### config.mk
export PLATFORM = sky130hd
export DESIGN_NAME = mem_arbiter
export DESIGN_NICKNAME = d
export VERILOG_FILES = /design/src/rtl/cpu_pkg.sv /design/src/rtl/mem_arb_pick.sv /design/src/rtl/mem_arbiter.sv
export SDC_FILE = /design/constraint.sdc
export NUM_CORES = 1
export LEC_CHECK = 0
export BUFFER_PORTS_ARGS = -buffer_cell sky130_fd_sc_hd__buf_2
export CELL_PAD_IN_SITES_DETAIL_PLACEMENT = 0
export CELL_PAD_IN_SITES_GLOBAL_PLACEMENT = 1
export CORE_ASPECT_RATIO = 0.5
export CORE_MARGIN = 10
export CORE_UTILIZATION = 39
export CTS_CLUSTER_SIZE = 14
export DETAILED_ROUTE_END_ITERATION = 10
export PLACE_DENSITY = 0.94
export SETUP_SLACK_MARGIN = 0.3
export SYNTH_ARGS = -nofsm -noshare
export SYNTH_HDL_FRONTEND = slang
export SYNTH_SLANG_ARGS = --single-unit
export TNS_END_PERCENT = 20
### constraint.sdc
create_clock -name clk_i -period 3.6 [get_ports clk_i]
set_input_delay 0 -clock clk_i [delete_from_list [all_inputs] [get_ports clk_i]]
set_output_delay 0 -clock clk_i [all_outputs]
set_load 0.01 [all_outputs]
### src/rtl/cpu_pkg.sv
// -----------------------------------------------------------------------------
// cpu_pkg
// Shared types for the unified-memory arbiter.
//   state_t : arbiter FSM states (IDLE, BUSY, RESP)
//   owner_t : bus owner encoding, 00 none / 01 instruction fetch / 10 data
//   DEF_ADDR_W, DEF_DATA_W : default byte-address and word widths
// -----------------------------------------------------------------------------
package cpu_pkg;

    localparam int DEF_ADDR_W = 32;
    localparam int DEF_DATA_W = 32;

    typedef enum logic [1:0] {
        ST_IDLE = 2'b00,
        ST_BUSY = 2'b01,
        ST_RESP = 2'b10
    } state_t;

    typedef enum logic [1:0] {
        OWN_NONE = 2'b00,
        OWN_IF   = 2'b01,
        OWN_DM   = 2'b10
    } owner_t;

endpackage

### src/rtl/mem_arb_pick.sv
// -----------------------------------------------------------------------------
// mem_arb_pick
// Combinational winner selection between instruction fetch and data ports.
// The data port wins a simultaneous request unless the fetch port has been
// starved long enough, in which case the fetch port wins.
//   if_req_i      in  fetch request
//   dm_req_i      in  data request
//   starve_full_i in  fetch port has lost the maximum number of conflicts
//   winner_o      out selected owner (OWN_NONE when nobody requests)
// -----------------------------------------------------------------------------
module mem_arb_pick
    import cpu_pkg::*;
(
    input  logic   if_req_i,
    input  logic   dm_req_i,
    input  logic   starve_full_i,
    output owner_t winner_o
);

    always_comb begin
        winner_o = OWN_NONE;
        if (if_req_i && dm_req_i) begin
            winner_o = starve_full_i ? OWN_IF : OWN_DM;
        end else if (if_req_i) begin
            winner_o = OWN_IF;
        end else if (dm_req_i) begin
            winner_o = OWN_DM;
        end
    end

endmodule

### src/rtl/mem_arbiter.sv
// -----------------------------------------------------------------------------
// mem_arbiter
// Arbitrates an instruction-fetch port and a data port onto one single-ported
// memory. One transaction at a time: IDLE (grant) -> BUSY (command held until
// mem_ready_i) -> RESP (one-cycle ack to the owner) -> IDLE. All outputs are
// registered.
//   clk_i, rst_i              clock (rising edge), async active-low reset
//   if_req_i, if_addr_i       fetch request / address
//   if_ack_o, if_rdata_o      fetch completion pulse / fetched word
//   dm_req_i, dm_we_i,
//   dm_addr_i, dm_wdata_i     data request / store flag / address / store data
//   dm_ack_o, dm_rdata_o      data completion pulse / load data
//   mem_req_o, mem_we_o,
//   mem_addr_o, mem_wdata_o   memory command, stable for the whole BUSY phase
//   mem_ready_i, mem_rdata_i  memory completion / read data
//   owner_o                   current owner (00 none, 01 IF, 10 DM)
// -----------------------------------------------------------------------------
module mem_arbiter
    import cpu_pkg::*;
#(
    parameter int ADDR_W     = DEF_ADDR_W,
    parameter int DATA_W     = DEF_DATA_W,
    parameter int STARVE_MAX = 2
) (
    input  logic              clk_i,
    input  logic              rst_i,
    input  logic              if_req_i,
    input  logic [ADDR_W-1:0] if_addr_i,
    output logic              if_ack_o,
    output logic [DATA_W-1:0] if_rdata_o,
    input  logic              dm_req_i,
    input  logic              dm_we_i,
    input  logic [ADDR_W-1:0] dm_addr_i,
    input  logic [DATA_W-1:0] dm_wdata_i,
    output logic              dm_ack_o,
    output logic [DATA_W-1:0] dm_rdata_o,
    output logic              mem_req_o,
    output logic              mem_we_o,
    output logic [ADDR_W-1:0] mem_addr_o,
    output logic [DATA_W-1:0] mem_wdata_o,
    input  logic              mem_ready_i,
    input  logic [DATA_W-1:0] mem_rdata_i,
    output logic [1:0]        owner_o
);

    localparam int SW = (STARVE_MAX < 1) ? 1 : $clog2(STARVE_MAX + 1);
    localparam logic [SW-1:0] STARVE_LIM = SW'(STARVE_MAX);

    state_t            state_q,     state_d;
    owner_t            owner_q,     owner_d;
    logic [SW-1:0]     starve_cnt_q, starve_cnt_d;
    logic              mem_req_q,   mem_req_d;
    logic              mem_we_q,    mem_we_d;
    logic [ADDR_W-1:0] mem_addr_q,  mem_addr_d;
    logic [DATA_W-1:0] mem_wdata_q, mem_wdata_d;
    logic              if_ack_q,    if_ack_d;
    logic              dm_ack_q,    dm_ack_d;
    logic [DATA_W-1:0] if_rdata_q,  if_rdata_d;
    logic [DATA_W-1:0] dm_rdata_q,  dm_rdata_d;
    owner_t            winner;

    mem_arb_pick u_pick (
        .if_req_i      (if_req_i),
        .dm_req_i      (dm_req_i),
        .starve_full_i (starve_cnt_q == STARVE_LIM),
        .winner_o      (winner)
    );

    always_ff @(posedge clk_i or negedge rst_i) begin
        if (!rst_i) begin
            state_q      <= ST_IDLE;
            owner_q      <= OWN_NONE;
            starve_cnt_q <= '0;
            mem_req_q    <= 1'b0;
            mem_we_q     <= 1'b0;
            mem_addr_q   <= '0;
            mem_wdata_q  <= '0;
            if_ack_q     <= 1'b0;
            dm_ack_q     <= 1'b0;
            if_rdata_q   <= '0;
            dm_rdata_q   <= '0;
        end else begin
            state_q      <= state_d;
            owner_q      <= owner_d;
            starve_cnt_q <= starve_cnt_d;
            mem_req_q    <= mem_req_d;
            mem_we_q     <= mem_we_d;
            mem_addr_q   <= mem_addr_d;
            mem_wdata_q  <= mem_wdata_d;
            if_ack_q     <= if_ack_d;
            dm_ack_q     <= dm_ack_d;
            if_rdata_q   <= if_rdata_d;
            dm_rdata_q   <= dm_rdata_d;
        end
    end

    always_comb begin
        state_d      = state_q;
        owner_d      = owner_q;
        starve_cnt_d = starve_cnt_q;
        mem_req_d    = mem_req_q;
        mem_we_d     = mem_we_q;
        mem_addr_d   = mem_addr_q;
        mem_wdata_d  = mem_wdata_q;
        if_ack_d     = 1'b0;
        dm_ack_d     = 1'b0;
        if_rdata_d   = if_rdata_q;
        dm_rdata_d   = dm_rdata_q;

        unique case (state_q)
            ST_IDLE: begin
                if (winner != OWN_NONE) begin
                    state_d   = ST_BUSY;
                    owner_d   = winner;
                    mem_req_d = 1'b1;
                    if (winner == OWN_DM) begin
                        mem_addr_d  = dm_addr_i;
                        mem_wdata_d = dm_wdata_i;
                        mem_we_d    = dm_we_i;
                    end else begin
                        mem_addr_d  = if_addr_i;
                        mem_wdata_d = '0;
                        mem_we_d    = 1'b0;
                    end
                    // Any IF grant clears starvation; only a lost conflict counts up.
                    if (winner == OWN_IF) begin
                        starve_cnt_d = '0;
                    end else if (if_req_i && starve_cnt_q != STARVE_LIM) begin
                        starve_cnt_d = starve_cnt_q + 1'b1;
                    end
                end
            end
            ST_BUSY: begin
                if (mem_ready_i) begin
                    state_d   = ST_RESP;
                    mem_req_d = 1'b0;
                    mem_we_d  = 1'b0;
                    if (owner_q == OWN_IF) begin
                        if_ack_d   = 1'b1;
                        if_rdata_d = mem_rdata_i;
                    end else begin
                        dm_ack_d   = 1'b1;
                        dm_rdata_d = mem_rdata_i;
                    end
                end
            end
            ST_RESP: begin
                state_d = ST_IDLE;
                owner_d = OWN_NONE;
            end
            default: begin
                state_d   = ST_IDLE;
                owner_d   = OWN_NONE;
                mem_req_d = 1'b0;
                mem_we_d  = 1'b0;
            end
        endcase
    end

    assign if_ack_o    = if_ack_q;
    assign if_rdata_o  = if_rdata_q;
    assign dm_ack_o    = dm_ack_q;
    assign dm_rdata_o  = dm_rdata_q;
    assign mem_req_o   = mem_req_q;
    assign mem_we_o    = mem_we_q;
    assign mem_addr_o  = mem_addr_q;
    assign mem_wdata_o = mem_wdata_q;
    assign owner_o     = owner_q;

endmodule

# --- Word-level counts from Yosys, hierarchy flattened ---
# Cells that the tools add are included.
word_totals:
  ff_bits: 138
  elab_cells: 61
classes:
  addsub: 1
  n_eq_ne: 9
  n_mux: 25
  n_bitwise: 3
  n_reduce_logical: 12
ops:
  columns: ["op", "n"]
  rows:
  - ["2-to-1 mux 32 bit", 2]
  - ["2-to-1 mux 2 bit", 9]
  - ["AND reduction 3 bit", 4]
  - ["2-to-1 mux 1 bit", 10]
  - ["one-hot mux 2 bit (2 select lines)", 2]
  - ["== test 2 x 1 -> 1 bit (second input constant)", 3]
  - ["== test 2 bit (second input constant)", 3]
  - ["!= test 2 bit (second input constant)", 3]
  - ["one-hot mux 1 bit (3 select lines)", 2]
  - ["AND reduction 2 bit", 3]
  - ["nonzero test 2 bit", 2]
  - ["NOT 1 bit", 3]
  - ["adder 2 x 1 -> 2 bit (second input constant)", 1]
  - ["logical AND 1 bit", 2]
  - ["zero test 2 bit", 1]

# --- Depth between registers and ports, before layout ---
# Gate-level depths: netlist of run 1.
depth:
  ltp_word: 7
  mapped_depth: 7

# --- Cells and area by module ---
# Synthesis of run 1 repeated with hierarchy kept, for this count alone.
hier_totals:
  hier_cells: 386
  area_unflattened_um2: 5502.8
by_module_without_submodules:
  columns: ["module", "instances", "cells_per_inst", "area_per_inst_um2"]
  rows:
  - ["mem_arbiter", 1, 383, 5484.0]
  - ["mem_arb_pick", 1, 3, 18.8]

# --- Least setup slack after synthesis of run 1 ---
# OpenSTA, ideal clock, no wires.
synth_timing:
  path_type: "flip-flop to flip-flop"
  start: "register starve_cnt_q[0]"
  end: "register mem_addr_q[10], in the netlist mem_addr_o[10]"
  arrival_time_ns: 1.616
  required_time_ns: 3.475
  path_slack_ns: 1.860
  path_stages_with_launch: 7
  n_path_buf: 1
  path_cell_list: "dfrtp_1 > inv_1 > ha_1 > a21boi_4 > buf_6 > mux2_2 > mux2_2"
synth_between:
  elab_chain_len: 5
synth_lines:
  columns: ["item", "line", "source"]
  rows:
  - ["from (decl)", "mem_arbiter.sv:51", "logic [SW-1:0] starve_cnt_q, starve_cnt_d;"]
  - ["from (signal assigned)", "mem_arbiter.sv:85", "starve_cnt_q <= starve_cnt_d;"]
  - ["== test 2 bit *", "mem_arbiter.sv:65", ".starve_full_i (starve_cnt_q == STARVE_LIM),"]
  - ["2-to-1 mux 2 bit *", "mem_arb_pick.sv:23", "winner_o = starve_full_i ? OWN_IF : OWN_DM;"]
  - ["2-to-1 mux 2 bit *", "mem_arb_pick.sv:22", "if (if_req_i && dm_req_i) begin"]
  - ["== test 2 bit or nonzero test 2 bit (tied branches)", "mem_arbiter.sv:116, mem_arbiter.sv:112", null]
  - ["2-to-1 mux 32 bit or AND reduction 2 bit (tied branches)", null, null]
  - ["to (signal assigned)", "mem_arbiter.sv:88", "mem_addr_q <= mem_addr_d;"]
  - ["to (decl)", "mem_arbiter.sv:54", "logic [ADDR_W-1:0] mem_addr_q, mem_addr_d;"]
# Mark *: on every way between the ends. The rest lies on a longest branch, timed or not.
# A chain may end at the register's enable or synchronous reset.

# --- Final worst setup path of run 1 ---
layout_timing:
  start: "register starve_cnt_q[0]"
  end: "register mem_addr_q[17], in the netlist mem_addr_o[17]"
# Same word-level chain as after synthesis.

==> results by group, run 1 <==
Timing
  – Post-route minimum period: 3052 ps
  – Count of final setup violators: 0
  – Final Hold Violating Endpoints: 0
  – Fin. max-slew vios: 0
  – Worst Max-Slew Pin Slew: 1146 ps
  – Accumulated negative setup slack: 0 ps
  – RSZ-0062 raised after global routing: no
  – Worst max-slew margin expressed relative to the limit: 23.41%
  – Final worst clock skew: 9.232 ps
  – Maximum clock frequency: 327.7 MHz
  – Final cycle utilization of the critical path: 84.77%

Setup path
  – Most used cell along the critical path: sky130_fd_sc_hd__mux2_2
  – Slack of the worst reg-to-reg path: 550 ps
  – Crit Path Max Fanout: 27
  – Critical path's largest stage delay: 740 ps
  – Stages on the worst setup path: 7
  – Critical-path cell list: inv_1, ha_1, a21boi_4, buf_4, mux2_2, dlygate4sd3_1, mux2_2
  – Source of the worst register-to-register timing path: starve_cnt_q[0]
  – End of the worst register-to-register path: mem_addr_o[17]
  – CP max-delay cell: sky130_fd_sc_hd__a21boi_4
  – Worst Path Required: 3890 ps
  – Number of cells on the worst reg-to-reg path: 7
  – Critical path buffer and inverter count: 3
  – Startpoint kind of the worst setup timing path: register
  – CP arrival: 3340 ps
  – Kind of critical path: register to register
  – Element type at the critical path end: register
  – Worst path top cell family by delay: buffers and inverters

Floorplan
  – Starting density of the core: 40.59%
  – Die Wd: 189.6 um
  – Number of placement rows: 30
  – Area of the core: 13810 um^2
  – Die Footprint: 19860 um^2
  – Number of primary I/O pins: 268
  – Vert. Die Dim: 104.8 um

Global route
  – First-pass GRT wire length: 28710 um
  – Antenna violations before repair: 2
  – Overall Global Routing Usage: 18.23%
  – Largest net degree at the start of global routing: 58
  – Remaining global-route overflow: 0
  – Number of global-route vias before repair: 5235

Layout
  – Area growth from synthesis to layout: 60.34%
  – Layout cell share with drive strength beyond 1: 56.74%
  – Number of nets at the end of the flow: 895

Routing
  – Vias per cell: 4.805
  – Initial DRT Pass Iterations: 5
  – Mean routed wirelength per cell: 19.22 um
  – DR vias: 4646
  – Number of routed nets with antenna violations: 0
  – Count of unresolved DRC violations after routing: 0
  – Number of violations reported at the end of detailed-routing iteration 0: 172
  – Aggregate routed wire length: 18590 um

Clock network
  – Clock tree sinks: 138
  – Cells resized by post-CTS repair: 0
  – Clock transition at the register clock pins on the worst setup and hold paths after CTS: 60 ps
  – Latest clock arrival within the worst-skew pair: 410 ps
  – Root buffer cell: sky130_fd_sc_hd__clkbuf_16
  – H-tree levels: 4
  – Number of buffers on the longest clock path: 2
  – Number of setup buffers added after CTS: 0
  – Cts bufs inserted: 17
  – CTS tree: yes

Synth
  – Synth cell types: 26
  – Mapped Avg Cell Area: 15.84 um^2
  – Prevailing post-synth register cell: sky130_fd_sc_hd__dfrtp_1
  – Seq/Total Area, Yosys: 61.59%
  – Synthesized area: 5607 um^2
  – Number of register bits inferred by synthesis: 138
  – Yosys Warn Count: 0
  – Instance count of the mapped netlist: 354
  – EDFF count, synth: 0
  – Post-synthesis async set-or-reset flop share: 100.0%
  – Number of nets in the synthesized netlist: 490

Pwr
  – Power per cell area: 802.5 nW/um^2
  – Max IR drop VDD: 0.3948 mV
  – Post-route total power: 0.007215 W
  – Leakage dissipation: 4.386 nW

Flow run
  – Max_cap viols: 0

Placement
  – DP HPWL: 12110 um
  – Count of port buffers added during placement: 267
  – Final GP Congestion: 0.7841

Min path
  – Class of the worst hold path: input pin to asynchronous set/reset pin

Outcome
  – Run status: completed
-- placed cells by master (no fill, tap or decap) --
master | synthesis | layout
sky130_fd_sc_hd__inv_6 | 0 | 3
sky130_fd_sc_hd__a21o_1 | 1 | 1
sky130_fd_sc_hd__dfrtp_1 | 138 | 138
sky130_fd_sc_hd__clkinv_2 | 0 | 3
sky130_fd_sc_hd__buf_4 | 3 | 6
sky130_fd_sc_hd__bufinv_16 | 0 | 1
sky130_fd_sc_hd__nor2_1 | 2 | 2
sky130_fd_sc_hd__a22o_1 | 32 | 32
sky130_fd_sc_hd__nand3b_4 | 1 | 1
sky130_fd_sc_hd__dlygate4sd3_1 | 0 | 134
sky130_fd_sc_hd__clkinvlp_4 | 0 | 5
sky130_fd_sc_hd__a31oi_1 | 1 | 1
sky130_fd_sc_hd__and2_1 | 1 | 1
sky130_fd_sc_hd__clkbuf_16 | 0 | 17
sky130_fd_sc_hd__nand2b_1 | 2 | 2
sky130_fd_sc_hd__nor3_4 | 1 | 1
sky130_fd_sc_hd__o31ai_1 | 1 | 1
sky130_fd_sc_hd__a21boi_4 | 1 | 1
sky130_fd_sc_hd__nor4b_1 | 1 | 1
sky130_fd_sc_hd__nand3_1 | 1 | 1
sky130_fd_sc_hd__o21ai_4 | 0 | 1
sky130_fd_sc_hd__mux2i_1 | 1 | 1
sky130_fd_sc_hd__diode_2 | 0 | 3
sky130_fd_sc_hd__o21ai_0 | 5 | 5
sky130_fd_sc_hd__a22oi_1 | 2 | 2
sky130_fd_sc_hd__buf_6 | 10 | 1
sky130_fd_sc_hd__clkinv_4 | 0 | 1
sky130_fd_sc_hd__mux2_2 | 128 | 128
sky130_fd_sc_hd__buf_2 | 8 | 266
sky130_fd_sc_hd__nand2_1 | 3 | 3
sky130_fd_sc_hd__clkbuf_8 | 0 | 2
sky130_fd_sc_hd__a32o_1 | 1 | 1
sky130_fd_sc_hd__a21oi_4 | 1 | 1
sky130_fd_sc_hd__inv_1 | 6 | 6
sky130_fd_sc_hd__ha_1 | 2 | 2
-- cell type report --
| class | count | area [um^2] |
|---|---|---|
| antenna | 3 | 7.507 |
| clock buffer | 19 | 452.9 |
| clock inverter | 13 | 117.6 |
| fill | 1000 | 4823 |
| inverter | 6 | 22.52 |
| multi-input combinational | 189 | 1967 |
| sequential | 138 | 3453 |
| tap | 192 | 240.2 |
| timing repair buffer | 407 | 2729 |
-- worst max path at each step --
stage,to,from
5_1_grt,mem_addr_o[3],starve_cnt_q[0]
3_5_place_dp,mem_addr_o[3],starve_cnt_q[0]
6_report,mem_addr_o[17],starve_cnt_q[0]
2_1_floorplan,mem_addr_o[10],starve_cnt_q[0]
3_3_place_gp,mem_addr_o[12],starve_cnt_q[0]
4_1_cts,mem_addr_o[3],starve_cnt_q[0]
-- through the flow --
| stage | area [um^2] | worst slack (ps) | std cells | hold slack [ps] | utilization, % |
|---|---|---|---|---|---|
| 2_1_floorplan | 5607 | 1860 | 354 | -295.6 | - |
| 3_3_place_gp | 7071 | 1217 | 798 | -10.26 | 51.19 |
| 3_5_place_dp | 7071 | 1153 | 798 | -5.343 | 51.19 |
| 4_1_cts | 8982 | 591.7 | 964 | 126.4 | 65.03 |
| 5_1_grt | 8990 | 402.5 | 967 | 164.9 | 65.08 |
| 6_report | 8990 | 548.2 | 967 | 138.2 | 65.08 |
-- synth_stat cells, types with 2 or more instances --
cell type / instances / area [um^2]
sky130_fd_sc_hd__nand2b_1: 2 / 12.51
sky130_fd_sc_hd__nand2_1: 3 / 11.26
sky130_fd_sc_hd__mux2_2: 128 / 1441
sky130_fd_sc_hd__a22o_1: 32 / 280.3
sky130_fd_sc_hd__a22oi_1: 2 / 15.01
sky130_fd_sc_hd__buf_4: 3 / 22.52
sky130_fd_sc_hd__buf_2: 8 / 40.04
sky130_fd_sc_hd__inv_1: 6 / 22.52
sky130_fd_sc_hd__ha_1: 2 / 25.02
sky130_fd_sc_hd__buf_6: 10 / 112.6
sky130_fd_sc_hd__nor2_1: 2 / 7.510
sky130_fd_sc_hd__o21ai_0: 5 / 25.02
sky130_fd_sc_hd__dfrtp_1: 138 / 3453
-- cells by family (layout without fill, tap and decap cells) --
kind of cell             after synthesis  after routing  share of synthesized area [%]
other                                  0              3                              0
flip-flops                           138            138                          61.59
AO/OA/AOI/OAI                         46             46                          6.985
adder cells (fa/ha/maj)                2              2                         0.4463
AND/OR/NAND/NOR                       12             12                          1.562
buffers and inverters                 27            445                          3.526
multiplexers                         129            129                          25.89
-- routing by layer --
metal	track usage [%]	up-vias	part of all wire, %
li1	-	2103	-
met1	16.68	2305	33
met2	35.16	178	56
met3	5.043	60	5.0
met4	11.15	0	5.1
met5	0	-	0
-- power by group --
part           switching [W]  internal (W)
clock network       0.000673      0.000990
logic                0.00140       0.00145
registers           0.000412       0.00229
total                0.00248       0.00473
-- sequential cells by signal (all words and copies together), names as in the netlist --
signal / flops
dm_rdata_o: 32
if_rdata_o: 32
mem_addr_o: 32
mem_wdata_o: 32
owner_o: 2
starve_cnt_q: 2
state_q: 2
dm_ack_o: 1
if_ack_o: 1
mem_req_o: 1
mem_we_o: 1
-- what timing repair did --
action / CTS / global route
endpoints found under the hold margin: 190 / 0
setup endpoints to repair: 0 / 0
hold buffers: 134 / 0
(Power assumes the default switching activity.)
==> inputs of run 2 (changes only) <==
CORE_UTILIZATION = 33   (was 39)
PLACE_DENSITY = 0.86   (was 0.94)
clock period = 2.5 ns   (was 3.6 ns; I/O delays follow)
==> run 2 against run 1 <==
  * Design area is 1.0% higher
  * Power is 44% higher
  * Core utilization is 10 points lower
  * Clock skew is 1.3 ps lower
  * Cell count is 3.6% higher
  * Clock power is 48% higher
  * Highest routed layer unchanged
  * Global-route usage is 2.6 points lower
==> results by group, run 2 (synthesis results as in run 1) <==
Global route
  – Overall Global Routing Usage: 15.60% (-2.6 points)
  – Antenna violations before repair: 3 (+1)
  – Remaining global-route overflow: 0 (unchanged)
  – Largest net degree at the start of global routing: 105 (+81%)
  – First-pass GRT wire length: 28210 um (-1.7%)
  – Number of global-route vias before repair: 5185 (-0.96%)

Placement
  – Final GP Congestion: 0.7381 (-5.9%)
  – Count of port buffers added during placement: 267 (unchanged)
  – DP HPWL: 12230 um (+1.1%)

Setup path
  – CP max-delay cell: sky130_fd_sc_hd__mux2_2
  – Critical-path cell list: inv_1, ha_1, a21boi_4, buf_12, mux2_2, mux2_2
  – Stages on the worst setup path: 6 (-1)
  – Number of cells on the worst reg-to-reg path: 6 (-1)
  – Most used cell along the critical path: sky130_fd_sc_hd__mux2_2
  – Kind of critical path: register to register
  – Startpoint kind of the worst setup timing path: register
  – Slack of the worst reg-to-reg path: 550 ps (about the same)
  – Element type at the critical path end: register
  – Worst Path Required: 2790 ps (-1100 ps)
  – Worst path top cell family by delay: multiplexers
  – Critical path buffer and inverter count: 2 (-1)
  – Critical path's largest stage delay: 380 ps (-360 ps)
  – CP arrival: 2240 ps (-1100 ps)
  – Crit Path Max Fanout: 30 (+11%)

Timing
  – RSZ-0062 raised after global routing: no
  – Fin. max-slew vios: 0 (unchanged)
  – Final worst clock skew: 7.919 ps (-1.313 ps)
  – Count of final setup violators: 0 (unchanged)
  – Maximum clock frequency: 513.9 MHz (+57%)
  – Final worst hold slack: 41.18 ps (-96.98 ps)
  – Worst Max-Slew Pin Slew: 928.1 ps (-218.2 ps)
  – Worst max-slew margin expressed relative to the limit: 37.89% (+14 points)
  – Accumulated negative setup slack: 0 ps (unchanged)
  – Post-route minimum period: 1946 ps (-1106 ps)
  – Final Hold Violating Endpoints: 0 (unchanged)
  – Final cycle utilization of the critical path: 77.84% (-6.9 points)

Pwr
  – Leakage dissipation: 4.414 nW (+0.65%)
  – Fraction of power consumed by combinational cells: 38.9% (-0.6 points)
  – Clk network pwr share: 23.7% (+0.6 points)
  – Switching fraction of total power: 34.58% (+0.14 points)
  – Power per cell area: 1142 nW/um^2 (+42%)
  – Switching power summed over all nets: 0.003584 W (+44%)
  – Sequential cell fraction of total power: 37.3% (-0.2 points)
  – Cell Int Power: 0.006782 W (+43%)
  – Max IR drop VDD: 0.6511 mV (+65%)

Clock network
  – Number of setup buffers added after CTS: 0 (unchanged)
  – Clock transition at the register clock pins on the worst setup and hold paths after CTS: 70 ps (about the same)
  – Clock tree sinks: 138 (unchanged)
  – Post-cts hold buffer count: 134 (unchanged)
  – Number of buffers on the longest clock path: 2 (unchanged)
  – Latest clock arrival within the worst-skew pair: 410 ps (about the same)
  – Root buffer cell: sky130_fd_sc_hd__clkbuf_16
  – CTS tree: yes
  – H-tree levels: 4 (unchanged)
  – Cts bufs inserted: 17 (unchanged)
  – Cells resized by post-CTS repair: 0 (unchanged)

Layout
  – Area occupied by multi-input gates: 1967 um^2 (unchanged)
  – Layout cell share with drive strength beyond 1: 56.74% (unchanged)
  – Fillers: 1320 (+32%)
  – Register area: 3453 um^2 (unchanged)
  – Most common library cell in the layout ignoring fill and taps: sky130_fd_sc_hd__buf_2
  – Number of nets at the end of the flow: 895 (unchanged)
  – Highest-count cells in the layout ignoring fill and taps: sky130_fd_sc_hd__buf_2, sky130_fd_sc_hd__dfrtp_1, sky130_fd_sc_hd__dlygate4sd3_1
  – Area growth from synthesis to layout: 61.95%

Routing
  – Vias per cell: 4.556 (-5.2%)
  – DR vias: 4565 (-1.7%)
  – Number of routed nets with antenna violations: 0 (unchanged)
  – Aggregate routed wire length: 18180 um (-2.2%)
  – Detailed-routed wire length on met2: 10460 um (-0.21%)
  – Mean routed wirelength per cell: 18.14 um (-5.6%)
  – Wire length on met1: 6238 um (+0.45%)
  – Initial DRT Pass Iterations: 4 (-1)
  – Count of unresolved DRC violations after routing: 0 (unchanged)
  – Top Metal Used: met4
  – Length of routed met3 wiring: 819 um (-13%)
  – Number of violations reported at the end of detailed-routing iteration 0: 195 (+13%)

Floorplan
  – Number of primary I/O pins: 268 (unchanged)
  – Starting density of the core: 33.95% (-6.6 points)
  – Area of the core: 16520 um^2 (+20%)
  – Number of placement rows: 33 (+10%)
  – Die Wd: 204.3 um (+7.8%)
  – Vert. Die Dim: 112.2 um (+7.1%)
  – Die Footprint: 22920 um^2 (+15%)

Min path
  – Class of the worst hold path: input pin to asynchronous set/reset pin

Outcome
  – Run status: completed

Flow run
  – Max_cap viols: 0 (unchanged)
==> run 2: cell types whose count changed in the layout (fill, tap and decap cells not counted), sizes merged <==
cell      change
clkinv        -2
clkbuf        -2
clkinvlp      -3
inv           +7
==> run 2: worst paths after layout <==
path / from / end
min: rst_i / if_rdata_o[10]
max reg2reg: starve_cnt_q[0] / mem_addr_o[11]
max in group asynchronous: rst_i / mem_wdata_o[26]
max: starve_cnt_q[0] / mem_addr_o[11]
min in group clk_i: dm_wdata_i[17] / mem_wdata_o[17]
min reg2reg: if_rdata_o[15] / if_rdata_o[15]
==> run 2: cell type report <==
| class | instances | area share (%) |
|---|---|---|
| inverter | 6 | 0.2480 |
| multi-input combinational | 189 | 21.66 |
| tap | 227 | 3.128 |
| clock inverter | 15 | 1.695 |
| clock buffer | 17 | 4.685 |
| timing repair buffer | 407 | 30.47 |
| sequential | 138 | 38.03 |
| antenna | 3 | 0.08268 |
==> run 2: routing by layer <==
layer / vias up / global-route usage (%)
met5: - / 0
met4: 0 / 7.847
met3: 43 / 3.990
met2: 116 / 30.53
met1: 2307 / 14.82
li1: 2099 / -
==> run 2: power groups by stage <==
stage | sequential, W | combinational (W) | clock (W)
after global placement | 0.00381 | 0.00383 | 0
final | 0.00387 | 0.00404 | 0.00246
after detailed placement | 0.00388 | 0.00391 | 0
after floorplan | 0.00435 | 0.00173 | 0
after CTS | 0.00385 | 0.00409 | 0.00254
after global routing | 0.00400 | 0.00434 | 0.00265
==> run 2: through the flow <==
step,instance area [um^2],power [W],utilization (%),std cells,setup slack [ps]
after CTS,9072,0.01049,54.93,999,566.4
after detailed placement,7152,0.007787,43.30,833,582.2
after global placement,7152,0.007648,43.30,833,637.0
after global routing,9080,0.01098,54.98,1002,487.6
final,9080,0.01037,54.98,1002,554.1
after floorplan,5607,0.006086,-,354,759.5
==> inputs of run 3 (changes only) <==
ABC_AREA = 1   (was default)
CORE_UTILIZATION = 30   (was 33)
PLACE_DENSITY = 0.85   (was 0.86)
clock period = 1.6 ns   (was 2.5 ns; I/O delays follow)
==> run 3 against run 2 <==
  * Wire length grew 24%
  * Fmax increased by 41%
  * Core utilization fell by 3.7 points
  * Clock-buffer cell count rose by 1
  * Global-route usage up 1.1 points
  * Power increased by 66%
  * Critical path depth up 3
  * Synthesized cell count increased by 100%
  * Clock skew up 6.5 ps
  * Critical path type unchanged
==> results by group, run 3 <==
Outcome
  – Run status: completed

Timing
  – Final Hold Violating Endpoints: 0 (unchanged)
  – Worst max-slew margin expressed relative to the limit: 74.17% (+36 points)
  – Count of final setup violators: 0 (unchanged)
  – Accumulated negative setup slack: 0 ps (unchanged)
  – Post-route minimum period: 1383 ps (-562.7 ps)
  – Fin. max-slew vios: 0 (unchanged)
  – Final cycle utilization of the critical path: 86.45% (+8.6 points)
  – Worst Max-Slew Pin Slew: 387.4 ps (-540.7 ps)
  – Final worst hold slack: 70.99 ps (+29.82 ps)
  – Maximum clock frequency: 723.0 MHz (+41%)
  – Final worst clock skew: 14.42 ps (+6.501 ps)
  – RSZ-0062 raised after global routing: yes

Routing
  – Vias per cell: 4.514 (-0.93%)
  – Count of unresolved DRC violations after routing: 0 (unchanged)
  – Number of routed nets with antenna violations: 0 (unchanged)
  – DR vias: 6310 (+38%)
  – Aggregate routed wire length: 22570 um (+24%)
  – Initial DRT Pass Iterations: 4 (unchanged)
  – Number of violations reported at the end of detailed-routing iteration 0: 406 (+110%)
  – Mean routed wirelength per cell: 16.14 um (-11%)

Synth
  – Synthesized area: 5907 um^2 (+5.4%)
  – Number of register bits inferred by synthesis: 138 (unchanged)
  – Prevailing post-synth register cell: sky130_fd_sc_hd__dfrtp_1
  – Most common cell in the netlist: sky130_fd_sc_hd__nand2_1
  – Dominant cell type by area after synthesis: sky130_fd_sc_hd__dfrtp_1
  – Synth cell types: 17 (-35%)
  – EDFF count, synth: 0 (unchanged)
  – Most common library cells after synthesis: sky130_fd_sc_hd__nand2_1, sky130_fd_sc_hd__dfrtp_1, sky130_fd_sc_hd__inv_1, sky130_fd_sc_hd__nand3_1, sky130_fd_sc_hd__o21ai_1
  – Yosys Warn Count: 0 (unchanged)
  – Seq/Total Area, Yosys: 58.46% (-3.1 points)
  – Number of nets in the synthesized netlist: 848 (+73%)
  – Mapped Avg Cell Area: 8.296 um^2 (-48%)
  – Post-synthesis async set-or-reset flop share: 100.0% (unchanged)
  – Share of Yosys cell area claimed by the top area cell type: 58.46% (-3.1 points)
  – Main area contributors after synthesis: sky130_fd_sc_hd__dfrtp_1, sky130_fd_sc_hd__nand2_1, sky130_fd_sc_hd__nand3_1
  – Instance count of the mapped netlist: 712 (+100%)

Placement
  – Final GP Congestion: 0.7916 (+7.2%)
  – Post-placement cell area: 7601 um^2 (+6.3%)
  – Count of port buffers added during placement: 267 (unchanged)
  – DP HPWL: 14060 um (+15%)

Global route
  – Remaining global-route overflow: 0 (unchanged)
  – Overall Global Routing Usage: 16.67% (+1.1 points)
  – First-pass GRT wire length: 34980 um (+24%)
  – Number of global-route vias before repair: 6737 (+30%)
  – Largest net degree at the start of global routing: 66 (-37%)
  – Antenna violations before repair: 3 (unchanged)

Pwr
  – Leakage dissipation: 5.556 nW (+26%)
  – Post-route total power: 0.01725 W (+66%)
  – Power per cell area: 1734 nW/um^2 (+52%)
  – Max IR drop VDD: 0.8272 mV (+27%)

Setup path
  – Source of the worst register-to-register timing path: starve_cnt_q[1]
  – Element type at the critical path end: register
  – Crit Path Max Fanout: 6 (-80%)
  – Kind of critical path: register to register
  – Crit. Startpoint: starve_cnt_q[1]
  – CP arrival: 1700 ps (-540 ps)
  – Worst Path Required: 1920 ps (-870 ps)
  – Startpoint kind of the worst setup timing path: register

Floorplan
  – Vert. Die Dim: 119.2 um (+6.3%)
  – Die Footprint: 26040 um^2 (+14%)
  – Number of primary I/O pins: 268 (unchanged)
  – Number of placement rows: 36 (+9.1%)
  – Area of the core: 19410 um^2 (+18%)
  – Starting density of the core: 30.43% (-3.5 points)
  – Die Wd: 218.4 um (+6.9%)

Layout
  – Finished layout cell area: 9948 um^2 (+9.6%)
  – Highest-count cells in the layout ignoring fill and taps: sky130_fd_sc_hd__buf_2, sky130_fd_sc_hd__nand2_1, sky130_fd_sc_hd__dfrtp_1
  – Area occupied by multi-input gates: 2022 um^2 (+2.8%)
  – Register area: 3453 um^2 (unchanged)
  – Most common library cell in the layout ignoring fill and taps: sky130_fd_sc_hd__buf_2
  – Area growth from synthesis to layout: 68.42%
  – Fillers: 1779 (+35%)
  – Number of nets at the end of the flow: 1252 (+40%)
  – Layout cell share with drive strength beyond 1: 32.33% (-24 points)

Clock network
  – H-tree levels: 4 (unchanged)
  – Number of buffers on the longest clock path: 2 (unchanged)
  – Root buffer cell: sky130_fd_sc_hd__clkbuf_16
  – Latest clock arrival within the worst-skew pair: 430 ps (+20 ps)
  – Clock transition at the register clock pins on the worst setup and hold paths after CTS: 70 ps (about the same)
  – CTS tree: yes
  – Clock tree sinks: 138 (unchanged)
  – Cts bufs inserted: 17 (unchanged)

Min path
  – Class of the worst hold path: input pin to asynchronous set/reset pin

Flow run
  – Max_cap viols: 0 (unchanged)
run 3: cell types whose count changed after synthesis, sizes merged, moves of 12 or more:
cell	previous run	this run
a22o	32	0
nand2	3	242
inv	6	110
o21ai	6	67
nand3	1	104
buf	21	33
mux2	128	0
run 3: final cells by class:
cell class                      instances  share of cell area, %
Tap cell                              266                  3.345
Inverter                              110                  4.176
Multi-Input combinational cell        423                  20.32
Clock inverter                         14                  1.736
Antenna cell                            3                0.07546
Sequential cell                       138                  34.71
Clock buffer                           18                  4.415
Timing Repair Buffer                  426                  31.22
run 3: repair_timing:
action	in CTS	in global routing
resized for setup	9	46
hold buffers	132	0
hold endpoints to repair	272	0
endpoints found under the setup margin	70	133
gates cloned	2	4
pin swaps	2	21
buffers inserted	5	0
run 3: report_power, final:
part | leakage [nW] | switching [W] | internal (W)
Combinational | 3.53 | 0.00418 | 0.00291
Sequential | 1.73 | 0.000890 | 0.00513
Clock | 0.296 | 0.00174 | 0.00241
run 3: path summary, 6_finish.rpt:
check	endpoint	slack [ps]	depth (start not counted)
max	mem_addr_o[24]	220	9
min	mem_addr_o[15]	70	2
max reg2reg	mem_addr_o[24]	220	9
min reg2reg	mem_wdata_o[18]	470	2
max in group asynchronous	mem_addr_o[6]	910	3
min in group clk_i	starve_cnt_q[0]	80	5
run 3: logic make-up after synthesis:
kind of cell / after synthesis / synth area share (%)
AOI/OAI and AO/OA: 67 / 5.677
adders and majority gates: 2 / 0.4236
buffers and inverters: 151 / 10.44
and+or+nand+nor: 354 / 24.99
DFF: 138 / 58.46
run 3: layer usage:
| layer | GRT usage, % | wire length (um) |
|---|---|---|
| met4 | 10.95 | 1028 |
| met3 | 3.360 | 1142 |
| met5 | 0 | 0 |
| met1 | 17.22 | 8258 |
| met2 | 30.36 | 12140 |
run 3: worst max-delay path, cell delays in order (launching register included):
cell and delay (ps):
sky130_fd_sc_hd__dfrtp_1 420, sky130_fd_sc_hd__ha_4 180, sky130_fd_sc_hd__inv_4 70, sky130_fd_sc_hd__nand2_8 70, sky130_fd_sc_hd__nand2_8 110, sky130_fd_sc_hd__buf_12 120, sky130_fd_sc_hd__clkbuf_16 150, sky130_fd_sc_hd__nand2_2 50
sky130_fd_sc_hd__nand3_2 50, sky130_fd_sc_hd__nand2_1 50
run 3: metrics by stage:
step / util, % / cells / worst slack, ps
5_1_grt: 51.24 / 1398 / 152.2
6_report: 51.24 / 1398 / 216.8
3_3_place_gp: 39.15 / 1220 / 192.5
2_1_floorplan: - / 712 / 258.8
3_5_place_dp: 39.15 / 1220 / 146.3
4_1_cts: 49.78 / 1391 / 237.5
